File: src/rtl/hazard_fwd_unit.sv
// Stall/forward controller for the 5-stage MIPS pipeline: E/M/W scoreboard vs. D-stage Tuse.
// Optional MDU busy tracking is enabled by defining MDU_TRACK_EN.
module hazard_fwd_unit #(
  parameter int NREAD   = 2,
  parameter int AW      = 5,
  parameter int TW      = 2,
  parameter int MDU_LAT = 5
) (
  input  logic                clk,
  input  logic                reset,
  input  logic [NREAD*AW-1:0] src_D,
  input  logic [NREAD*TW-1:0] tuse_D,
  input  logic [AW-1:0]       dst_D,
  input  logic                we_D,
  input  logic [TW-1:0]       tnew_D,
  input  logic                mdu_start_D,
  input  logic                mdu_use_D,
  output logic                stall,
  output logic [NREAD*2-1:0]  fwd_sel_D,
  output logic [NREAD*2-1:0]  fwd_sel_E
);

  logic [AW-1:0]       dst_e, dst_m, dst_w;
  logic                we_e, we_m, we_w;
  logic [TW-1:0]       tnew_e, tnew_m, tnew_w;
  logic [NREAD*AW-1:0] src_e;
  logic                stall_hz, stall_mdu, stall_raw;

  function automatic logic [TW-1:0] dec_sat(input logic [TW-1:0] t);
    return (t == '0) ? '0 : t - TW'(1);
  endfunction

  always_ff @(posedge clk) begin
    if (reset) begin
      dst_e  <= '0; we_e <= 1'b0; tnew_e <= '0; src_e <= '0;
      dst_m  <= '0; we_m <= 1'b0; tnew_m <= '0;
      dst_w  <= '0; we_w <= 1'b0; tnew_w <= '0;
    end else begin
      dst_w  <= dst_m;
      we_w   <= we_m;
      tnew_w <= dec_sat(tnew_m);
      dst_m  <= dst_e;
      we_m   <= we_e;
      tnew_m <= dec_sat(tnew_e);
      // a stalled D instruction leaves a bubble behind in E
      if (stall_raw) begin
        dst_e <= '0; we_e <= 1'b0; tnew_e <= '0; src_e <= '0;
      end else begin
        dst_e <= dst_D; we_e <= we_D; tnew_e <= tnew_D; src_e <= src_D;
      end
    end
  end

`ifdef MDU_TRACK_EN
  logic [2:0] mdu_cnt;

  always_ff @(posedge clk) begin
    if (reset)
      mdu_cnt <= '0;
    else if (mdu_start_D && !stall_raw)
      mdu_cnt <= 3'(MDU_LAT);
    else if (mdu_cnt != 3'd0)
      mdu_cnt <= mdu_cnt - 3'd1;
  end

  assign stall_mdu = mdu_use_D && (mdu_cnt != 3'd0);
`else
  logic unused_mdu;
  assign unused_mdu = ^{mdu_start_D, mdu_use_D};
  assign stall_mdu  = 1'b0;
`endif

  always_comb begin
    logic [AW-1:0] s;
    logic [TW-1:0] tu;
    logic [TW-1:0] tw;
    logic [1:0]    code;
    logic          hit;
    s         = '0;
    tu        = '0;
    tw        = '0;
    code      = 2'b00;
    hit       = 1'b0;
    stall_hz  = 1'b0;
    fwd_sel_D = '0;
    fwd_sel_E = '0;
    for (int i = 0; i < NREAD; i++) begin
      s    = src_D[i*AW +: AW];
      tu   = tuse_D[i*TW +: TW];
      hit  = 1'b1;
      code = 2'b00;
      tw   = '0;
      // youngest producer wins
      if (we_e && dst_e != '0 && dst_e == s) begin
        code = 2'b01; tw = tnew_e;
      end else if (we_m && dst_m != '0 && dst_m == s) begin
        code = 2'b10; tw = tnew_m;
      end else if (we_w && dst_w != '0 && dst_w == s) begin
        code = 2'b11; tw = tnew_w;
      end else begin
        hit = 1'b0;
      end
      if (hit && tw == '0) fwd_sel_D[i*2 +: 2] = code;
      if (hit && tw > tu)  stall_hz = 1'b1;

      s = src_e[i*AW +: AW];
      if (we_m && dst_m != '0 && dst_m == s) begin
        if (tnew_m == '0) fwd_sel_E[i*2 +: 2] = 2'b10;
      end else if (we_w && dst_w != '0 && dst_w == s) begin
        if (tnew_w == '0) fwd_sel_E[i*2 +: 2] = 2'b11;
      end
    end
    if (reset) begin
      fwd_sel_D = '0;
      fwd_sel_E = '0;
    end
  end

  assign stall_raw = stall_hz || stall_mdu;
  assign stall     = stall_raw && !reset;

endmodule
File: config.mk
export PLATFORM = sky130hd
export DESIGN_NAME = hazard_fwd_unit
export DESIGN_NICKNAME = d
export VERILOG_FILES = /design/src/rtl/hazard_fwd_unit.sv
export SDC_FILE = /design/constraint.sdc
export NUM_CORES = 1
export LEC_CHECK = 0
export CORE_AREA = 10 10 73 121
export CTS_BUF_LIST = sky130_fd_sc_hd__clkbuf_2
export DETAILED_ROUTE_END_ITERATION = 6
export DIE_AREA = 0 0 83 131
export GPL_TIMING_DRIVEN = 0
export MAX_ROUTING_LAYER = met4
export PLACE_DENSITY = 0.47
export SLEW_MARGIN = 30
export SYNTH_ARGS = -nofsm -noshare
export SYNTH_HDL_FRONTEND = slang
export SYNTH_SLANG_ARGS = --single-unit
File: constraint.sdc
create_clock -name clk -period 6.7 [get_ports clk]
set_input_delay 2.01 -clock clk [delete_from_list [all_inputs] [get_ports clk]]
set_output_delay 2.01 -clock clk [all_outputs]
set_load 0.05 [all_outputs]
## Yosys cells after proc, flatten, opt, wreduce, memory -nomap -nowiden

Index checks and enable logic that the tools add are counted.

| word-level totals | value |
|---|---|
| ROM bits | 0 |
| memories kept | 0 |
| bits in latches | 0 |
| input bits | 26 |
| flip-flop bits (word level) | 34 |
| memory bits (writable) | 0 |

| operators by class | value |
|---|---|
| equal/unequal tests | 10 |
| multipliers | 0 |
| mux-type cells | 30 |
| add/subtract/negate cells | 2 |
| reductions and logical operators | 30 |
| shifts and indexed selects | 0 |
| bitwise gates (word level) | 0 |
| div/mod/pow operators | 0 |
| magnitude comparators | 2 |

Operator list:

| operator | number |
|---|---|
| 5-bit equality test | 10 |
| 2-bit two-way mux | 20 |
| 1-bit logical AND | 18 |
| 5-bit nonzero test | 3 |
| 2-bit zero test | 5 |
| 1-bit two-way mux | 8 |
| 4-bit two-way mux | 2 |
| 2-bit OR reduction | 3 |
| 2-bit > comparator | 2 |
| 2-bit by 1-bit subtractor with 2-bit output (second input constant) | 2 |
| 1-bit zero test | 1 |

## Longest topological paths before layout

Gate-level depths: netlist (run 1).

| logic depth | value |
|---|---|
| depth after elaboration | 11 |
| depth in mapped cells | 15 |
| gate-level depth less buffers | 13 |

## Worst setup path before layout (run 1)

No wires, ideal clock.

| timing path | value |
|---|---|
| path kind | input port to output port |
| start | in src_D[2] |
| end | out fwd_sel_D[1] |
| path slack | -0.221 ns |
| stages on the path | 6 |
| data required time | 4.690 ns |
| data arrival time | 4.911 ns |
| cells stage by stage | xor2_1 > nor3_1 > nand3_1 > a311oi_4 > o21ai_2 > a2111oi_1 |

| on the way | value |
|---|---|
| longest elaborated chain between the ends | 9 |
| elaborated cells on any way between the ends | 19 |
| those cells by class | eq/ne (3); mux (11); reduce/logical (5) |

Ends and longest elaborated chain:

| what | line | RTL |
|---|---|---|
| from (decl) | 11 | `input logic [NREAD*AW-1:0] src_D,` |
| 5-bit equality test | 98 | `end else if (we_w && dst_w != '0 && dst_w == s) begin` |
| 1-bit logical AND | 98 |  |
| 2-bit two-way mux | 98 |  |
| 2-bit two-way mux | 96 | `end else if (we_m && dst_m != '0 && dst_m == s) begin` |
| 2-bit two-way mux | 94 | `if (we_e && dst_e != '0 && dst_e == s) begin` |
| 2-bit zero test | 103 | `if (hit && tw == '0) fwd_sel_D[i*2 +: 2] = code;` |
| 1-bit logical AND | 103 |  |
| 2-bit two-way mux (*) | 103 |  |
| 4-bit two-way mux (*) | 113 | `if (reset) begin` |
| to (decl) | 19 | `output logic [NREAD*2-1:0] fwd_sel_D,` |

Mark *: on every way between the ends. The rest lies on a longest branch, timed or not.

## Worst setup path in the final report (run 1)

| timing path | value |
|---|---|
| start | in src_D[2] |
| end | out stall |

| on the way | value |
|---|---|
| longest elaborated chain between the ends | 10 |
| elaborated cells on any way between the ends | 17 |
| those cells by class | order compare (1); eq/ne (3); mux (8); reduce/logical (5) |

Ends and longest elaborated chain:

| what | line | RTL |
|---|---|---|
| 5-bit equality test | 98 |  |
| 1-bit logical AND | 98 |  |
| 2-bit two-way mux | 98 |  |
| 2-bit two-way mux | 96 |  |
| 2-bit two-way mux | 94 |  |
| 2-bit > comparator | 104 | `if (hit && tw > tu) stall_hz = 1'b1;` |
| 1-bit logical AND (*) | 104 |  |
| 1-bit two-way mux (*) (2 in a row) | 104 |  |
| 1-bit logical AND (*) | 120 | `assign stall = stall_raw && !reset;` |
| to (decl) | 18 | `output logic stall,` |

Marked as above.

==> flow_metrics.tcl, run 1 <==
set metrics [dict create \
    status "complete, no violations" \
    max_stage_delay_ns 0.38 \
    drv_slew 0 \
    final_antenna_net_count 0 \
    hp-class "flip-flop to flip-flop" \
    clockRootBuffer "clkbuf_2" \
    holdWs_ns 0.499 \
    arrival_ns 4.53 \
    fmax_mhz 153 \
    tightest_slew_ns 0.604 \
    syn_to_final_growth_pct 30.2 \
    relSlewSlack_pct 59.4 \
    cts_tree "yes" \
    synth_cell_types 37 \
    cellLeakagePower_nw 1.04 \
    fin_ws_ns 0.157 \
    rsz0062_at_grt "false" \
    cp_common_cell "nor2_1" \
    layout-drive-gt1-share_pct 17.7 \
    num_rows 40 \
    worstPathRequired_ns 4.69 \
    grt_pass1_vias 1729 \
    final_cell_mix "dfxtp_1 (34), xnor2_1 (32), clkdlybuf4s50_1 (19)" \
    clock_sinks 34 \
    initial_core_util_pct 29.2 \
    clk_latency_ns 0.42 \
    syn_nets 252 \
    htree_levels 2 \
    syn_avg_cell_area_um2 9.05 \
    p_int_uw 317 \
    synth-seq-area-share_pct 34.2 \
    yosysTopAreaCellShare_pct 34.2 \
    pwr-share-seq_pct 50.3 \
    clock_skew_ns 0.0222 \
    totalPowerFinal_uw 439 \
    final-setup-viol-count 0 \
    grt_pass1_wl_um 8830 \
    dr_total_vias 1658 \
    cts_buffers 5 \
    dp_slack_ns -1.11 \
    ir_drop_v 0.000124 \
    clockPowerShare_pct 31.3 \
    dp_hpwl_um 4610 \
    clockBufferDepth 2 \
    path_clk_slew_ns 0.19 \
    num_io_pins 35 \
    cp-end-kind "output port" \
    first_iter_violations 26 \
    switchingPower_uw 122 \
    multiInputGateArea_um2 1280 \
    place.port_buffers 32 \
    post-route-min-period_ns 6.54 \
    async_flop_share_pct 0 \
    grt-ovfl-total 0 \
    crit_chain "dlygate4sd2_1, xor2_1, nor3_2, buf_4, and4_4, a311oi_4, nor2_1, ha_1, nor2b_1, o21ai_0, a31oi_2, nor2_1, nor2_1, buf_4" \
    final_net_count 296 \
    synth_seq_cells 34 \
    ys.flop_type "dfxtp_1" \
    finalHoldViolCount 0 \
    cp.buffers_inverters 3 \
    max_cap_viol_count 0 \
    grt_start_max_net_pins 12 \
    wl_per_cell_um 15.9 \
    critPathMaxFanout 4 \
    synth_cells 220 \
    path_delay_family "buffers and inverters" \
    die_h_um 131 \
    syn_area_um2 1990 \
    core-area_um2 6810 \
    n_fill_cell 743 \
    grt_usage_pct 10.7 \
    die-width_um 83 \
    synth_warnings 0 \
    critPathLaunchType "primary input" \
    comb_power_share_pct 18.5 \
    firstDrtPassIters 4 \
    placed_area_um2 2430 \
    antenna_found_initial 1 \
    die_area_um2 10900 \
    cellPowerDensity_nw_per_um2 169 \
    register_area_um2 681 \
    drt_drc_violations_left 0 \
    synth_area_leaders "dfxtp_1 (34%), xnor2_1 (14%), xor2_1 (7.9%)" \
    netSwitchingFraction_pct 27.9 \
    finalWeightedCongestion 0.871 \
    final_common_cell "dfxtp_1" \
    min_period_over_period_pct 97.7 \
    drt-total-wl_um 5570 \
    r2r_setup_slack_ns 3.25 \
    slowest_stage "dlygate4sd2_1" \
    synth_edf_count 0 \
    fin_area_um2 2590 \
    yosys.area.top_type "dfxtp_1" \
    via_per_inst 4.74 \
    path_class "primary input to output port" \
]
[worst reg2reg max path, cell delays in order (launching register included)]
cell and delay (ns):
dfxtp_1 0.33, clkbuf_1 0.19, or4_1 0.55, o21ai_2 0.25
nor3_1 0.16, a311oi_4 0.35, nor2_1 0.09, ha_1 0.29
nor2b_1 0.13, o21ai_0 0.19, a31oi_2 0.10, nor3_4 0.38
buf_2 0.26, and2_1 0.15
[sequential cells by signal, summed over array words and instances (netlist names)]
name / flops
tnew_w: 2
dst_e: 5
we_w: 1
we_e: 1
dst_m: 5
dst_w: 5
tnew_m: 2
src_e: 10
we_m: 1
tnew_e: 2
[worst paths after layout]
path | start | to | cells past startpoint
max | src_D[2] | stall | 14
min | we_m | we_w | 1
max reg2reg | dst_w[3] | src_e[2] | 13
min reg2reg | we_m | we_w | 1
[routing by layer]
metal | up-vias | track usage, % | part of all wire [%]
li1 | 834 | - | -
met3 | 13 | 1.43 | 2.2
met2 | 35 | 20.5 | 56
met1 | 776 | 9.56 | 38
met4 | 0 | 7.24 | 3.9
met5 | - | - | 0
[repair_timing]
| item | in CTS | in global routing |
|---|---|---|
| setup endpoints to repair | 5 | 4 |
| setup buffers | 3 | 2 |
| pin swaps | 3 | 3 |
| gates resized for setup | 22 | 15 |
| hold buffers | 0 | 0 |
[Yosys cell counts (5+ instances only)]
cell type and instances:
dfxtp_1 34, xnor2_1 32, and2_1 18, xor2_1 18, nor2b_1 13, nor3_1 11
inv_1 10, nand3_1 8, nor4_1 8, nor2_1 7, a21oi_1 6, ha_1 6
buf_2 5, clkbuf_1 5, nand2_1 5
[power groups by stage]
stage | Combinational (mW) | Sequential [mW] | Clock, mW
after floorplan | 0.0493 | 0.223 | 0
after global placement | 0.0780 | 0.225 | 0
after detailed placement | 0.0789 | 0.226 | 0
after CTS | 0.0826 | 0.221 | 0.143
after global routing | 0.0895 | 0.222 | 0.148
final | 0.0811 | 0.221 | 0.137
[cell families after synthesis]
| group | Yosys count | synth area share (%) |
|---|---|---|
| adders and majority gates | 6 | 3.77 |
| xor gates and xnor gates | 50 | 22.0 |
| buffers and inverters | 23 | 5.28 |
| AOI/OAI and AO/OA | 23 | 9.62 |
| and+or+nand+nor | 84 | 25.1 |
| DFF | 34 | 34.2 |
[per-stage QoR]
step | util (%) | TNS [ns] | std cells
5_1_grt | 38.1 | 0 | 350
2_1_floorplan | - | 0 | 220
6_report | 38.1 | 0 | 350
3_3_place_gp | 35.6 | -2.83 | 336
4_1_cts | 37.8 | 0 | 347
3_5_place_dp | 35.7 | -2.44 | 336
[area by class of cell]
class	count	share of cell area [%]
Buffer	13	2.61
Multi-Input combinational cell	163	49.5
Sequential cell	34	26.3
Clock inverter	2	1.45
Tap cell	84	4.05
Timing Repair Buffer	37	13.4
Inverter	10	1.45
Antenna cell	1	0.0965
Clock buffer	6	1.16
Note: power is estimated with default switching activity, not from simulation.
==> inputs of run 2 (changes only) <==
--- a/config.mk
+++ b/config.mk
@@ -12,7 +12,7 @@
 export GPL_TIMING_DRIVEN = 0
 export MAX_ROUTING_LAYER = met4
 export PLACE_DENSITY = 0.47
-export SLEW_MARGIN = 30
+export SLEW_MARGIN = 20
 export SYNTH_ARGS = -nofsm -noshare
 export SYNTH_HDL_FRONTEND = slang
 export SYNTH_SLANG_ARGS = --single-unit
==> flow_metrics.tcl, run 2 (same netlist as run 1, synthesis figures left out) <==
set metrics [dict create \
    netSwitchingFraction_pct 27.7 \
    dr_total_vias 1675 \
    num_io_pins 35 \
    grt_pass1_vias 1739 \
    status "complete, no violations" \
    wl_per_cell_um 16.0 \
    hp-start "we_e" \
    dp.cells 336 \
    final_net_count 295 \
    post-route-min-period_ns 6.57 \
    min_period_over_period_pct 98.0 \
    tightest_slew_ns 0.634 \
    path_clk_slew_ns 0.18 \
    layout-drive-gt1-share_pct 16.7 \
    pwr-share-seq_pct 50.3 \
    rsz0062_at_grt "true" \
    r2r.worst_path.cells 13 \
    cellLeakagePower_nw 1.05 \
    clockBufferDepth 2 \
    via_per_inst 4.80 \
    switchingPower_uw 122 \
    initial_core_util_pct 29.2 \
    clockRootBuffer "clkbuf_2" \
    r2r-end "src_e[4]" \
    num_rows 40 \
    dp_hpwl_um 4590 \
    comb_power_share_pct 18.5 \
    clk_latency_ns 0.40 \
    hp-class "flip-flop to flip-flop" \
    fin_cells 349 \
    hold-path-cell-count 1 \
    path_class "primary input to output port" \
    syn_to_final_growth_pct 30.5 \
    holdWs_ns 0.513 \
    die-width_um 83 \
    arrival_ns 4.56 \
    grt-ovfl-total 0 \
    max_cap_viol_count 0 \
    die_area_um2 10900 \
    critPathLaunchType "primary input" \
    reg2reg_from "dst_w[2]" \
    met3_usage_pct 1.80 \
    cts_buffers 5 \
    clockPowerShare_pct 31.1 \
    grt_start_max_net_pins 12 \
    final_common_cell "dfxtp_1" \
    r2r_setup_slack_ns 3.26 \
    globalRouteMet2Util_pct 20.2 \
    worstPathRequired_ns 4.69 \
    cellPowerDensity_nw_per_um2 169 \
    final-setup-viol-count 0 \
    p_int_uw 317 \
    firstDrtPassIters 5 \
    final_antenna_net_count 0 \
    top_usage_layer "met2" \
    holdPathEnd "we_m" \
    grt_pass1_wl_um 8840 \
    utilization_pct 38.2 \
    die_h_um 131 \
    startpoint "reset" \
    drt_drc_violations_left 0 \
    finalHoldViolCount 0 \
    relSlewSlack_pct 57.4 \
    largest_register_ff_count 10 \
    clock_skew_ns 0.0166 \
    grt_usage_pct 10.7 \
    finalWeightedCongestion 0.871 \
    final_cell_mix "dfxtp_1 (34), xnor2_1 (32), xor2_1 (18), and2_1 (18), clkdlybuf4s50_1 (17)" \
    clock_sinks 34 \
    placed_area_um2 2420 \
    cp-end-kind "output port" \
    antenna_found_initial 1 \
    first_iter_violations 40 \
    fin_area_um2 2600 \
    cts_hold_buf 0 \
    slowest_stage "clkdlybuf4s50_1" \
    drv_slew 0 \
    place.port_buffers 32 \
    htree_levels 2 \
    ir_drop_v 0.0000812 \
    drt-total-wl_um 5590 \
    cts_tree "yes" \
    grtUsageMet1_pct 9.72 \
    critPathMaxFanout 6 \
    cp_common_cell "clkdlybuf4s50_1" \
    crit_chain "clkdlybuf4s50_1, or4_1, nor4_1, clkdlybuf4s50_1" \
    fmax_mhz 152 \
    max_stage_delay_ns 0.91 \
    core-area_um2 6810 \
    top_register "src_e" \
]
-- run 2: cell type report --
type	instances	area (um2)
Fill cell	757	4210
Multi-Input combinational cell	163	1290
Sequential cell	34	681
Timing Repair Buffer	36	352
Tap cell	84	105
Buffer	13	67.6
Clock inverter	2	37.5
Inverter	10	37.5
Clock buffer	6	30.0
Antenna cell	1	2.50
-- run 2: what timing repair did --
action	in CTS	in global routing
setup buffers	0	4
gates resized for setup	24	13
endpoints found under the hold margin	0	0
pin swaps	1	5
setup endpoints to repair	5	3
-- run 2: critical path: cells and delay by family --
| kind | cells | cell delay (ns) |
|---|---|---|
| AND/OR/NAND/NOR | 2 | 1.10 |
| buffers and inverters | 2 | 1.45 |
-- run 2: routing by layer --
metal,vias up,share of wire (%)
li1,832,-
met1,785,38
met2,48,56
met3,10,3.3
met4,0,3.2
met5,-,0
-- run 2: per-stage QoR --
stage / worst slack, ns / TNS [ns] / total power [mW]
after floorplan: 0.0554 / 0 / 0.272
after global placement: -1.12 / -2.83 / 0.303
after detailed placement: -1.10 / -2.79 / 0.304
after CTS: -0.0371 / -0.0371 / 0.446
after global routing: -0.0222 / -0.0222 / 0.461
final: 0.133 / 0 / 0.439
-- run 2: power by group through the flow --
stage	combinational [mW]	clock (mW)	sequential (mW)
after floorplan	0.0493	0	0.223
after global placement	0.0780	0	0.225
after detailed placement	0.0786	0	0.226
after CTS	0.0816	0.143	0.221
after global routing	0.0900	0.148	0.222
final	0.0813	0.137	0.221
-- run 2: how the worst max path moves through the flow --
| stage | to | cells past startpoint |
|---|---|---|
| 2_1_floorplan | fwd_sel_E[3] | 3 |
| 3_3_place_gp | stall | 13 |
| 3_5_place_dp | stall | 12 |
| 4_1_cts | stall | 13 |
| 5_1_grt | stall | 13 |
| 6_report | fwd_sel_E[2] | 4 |
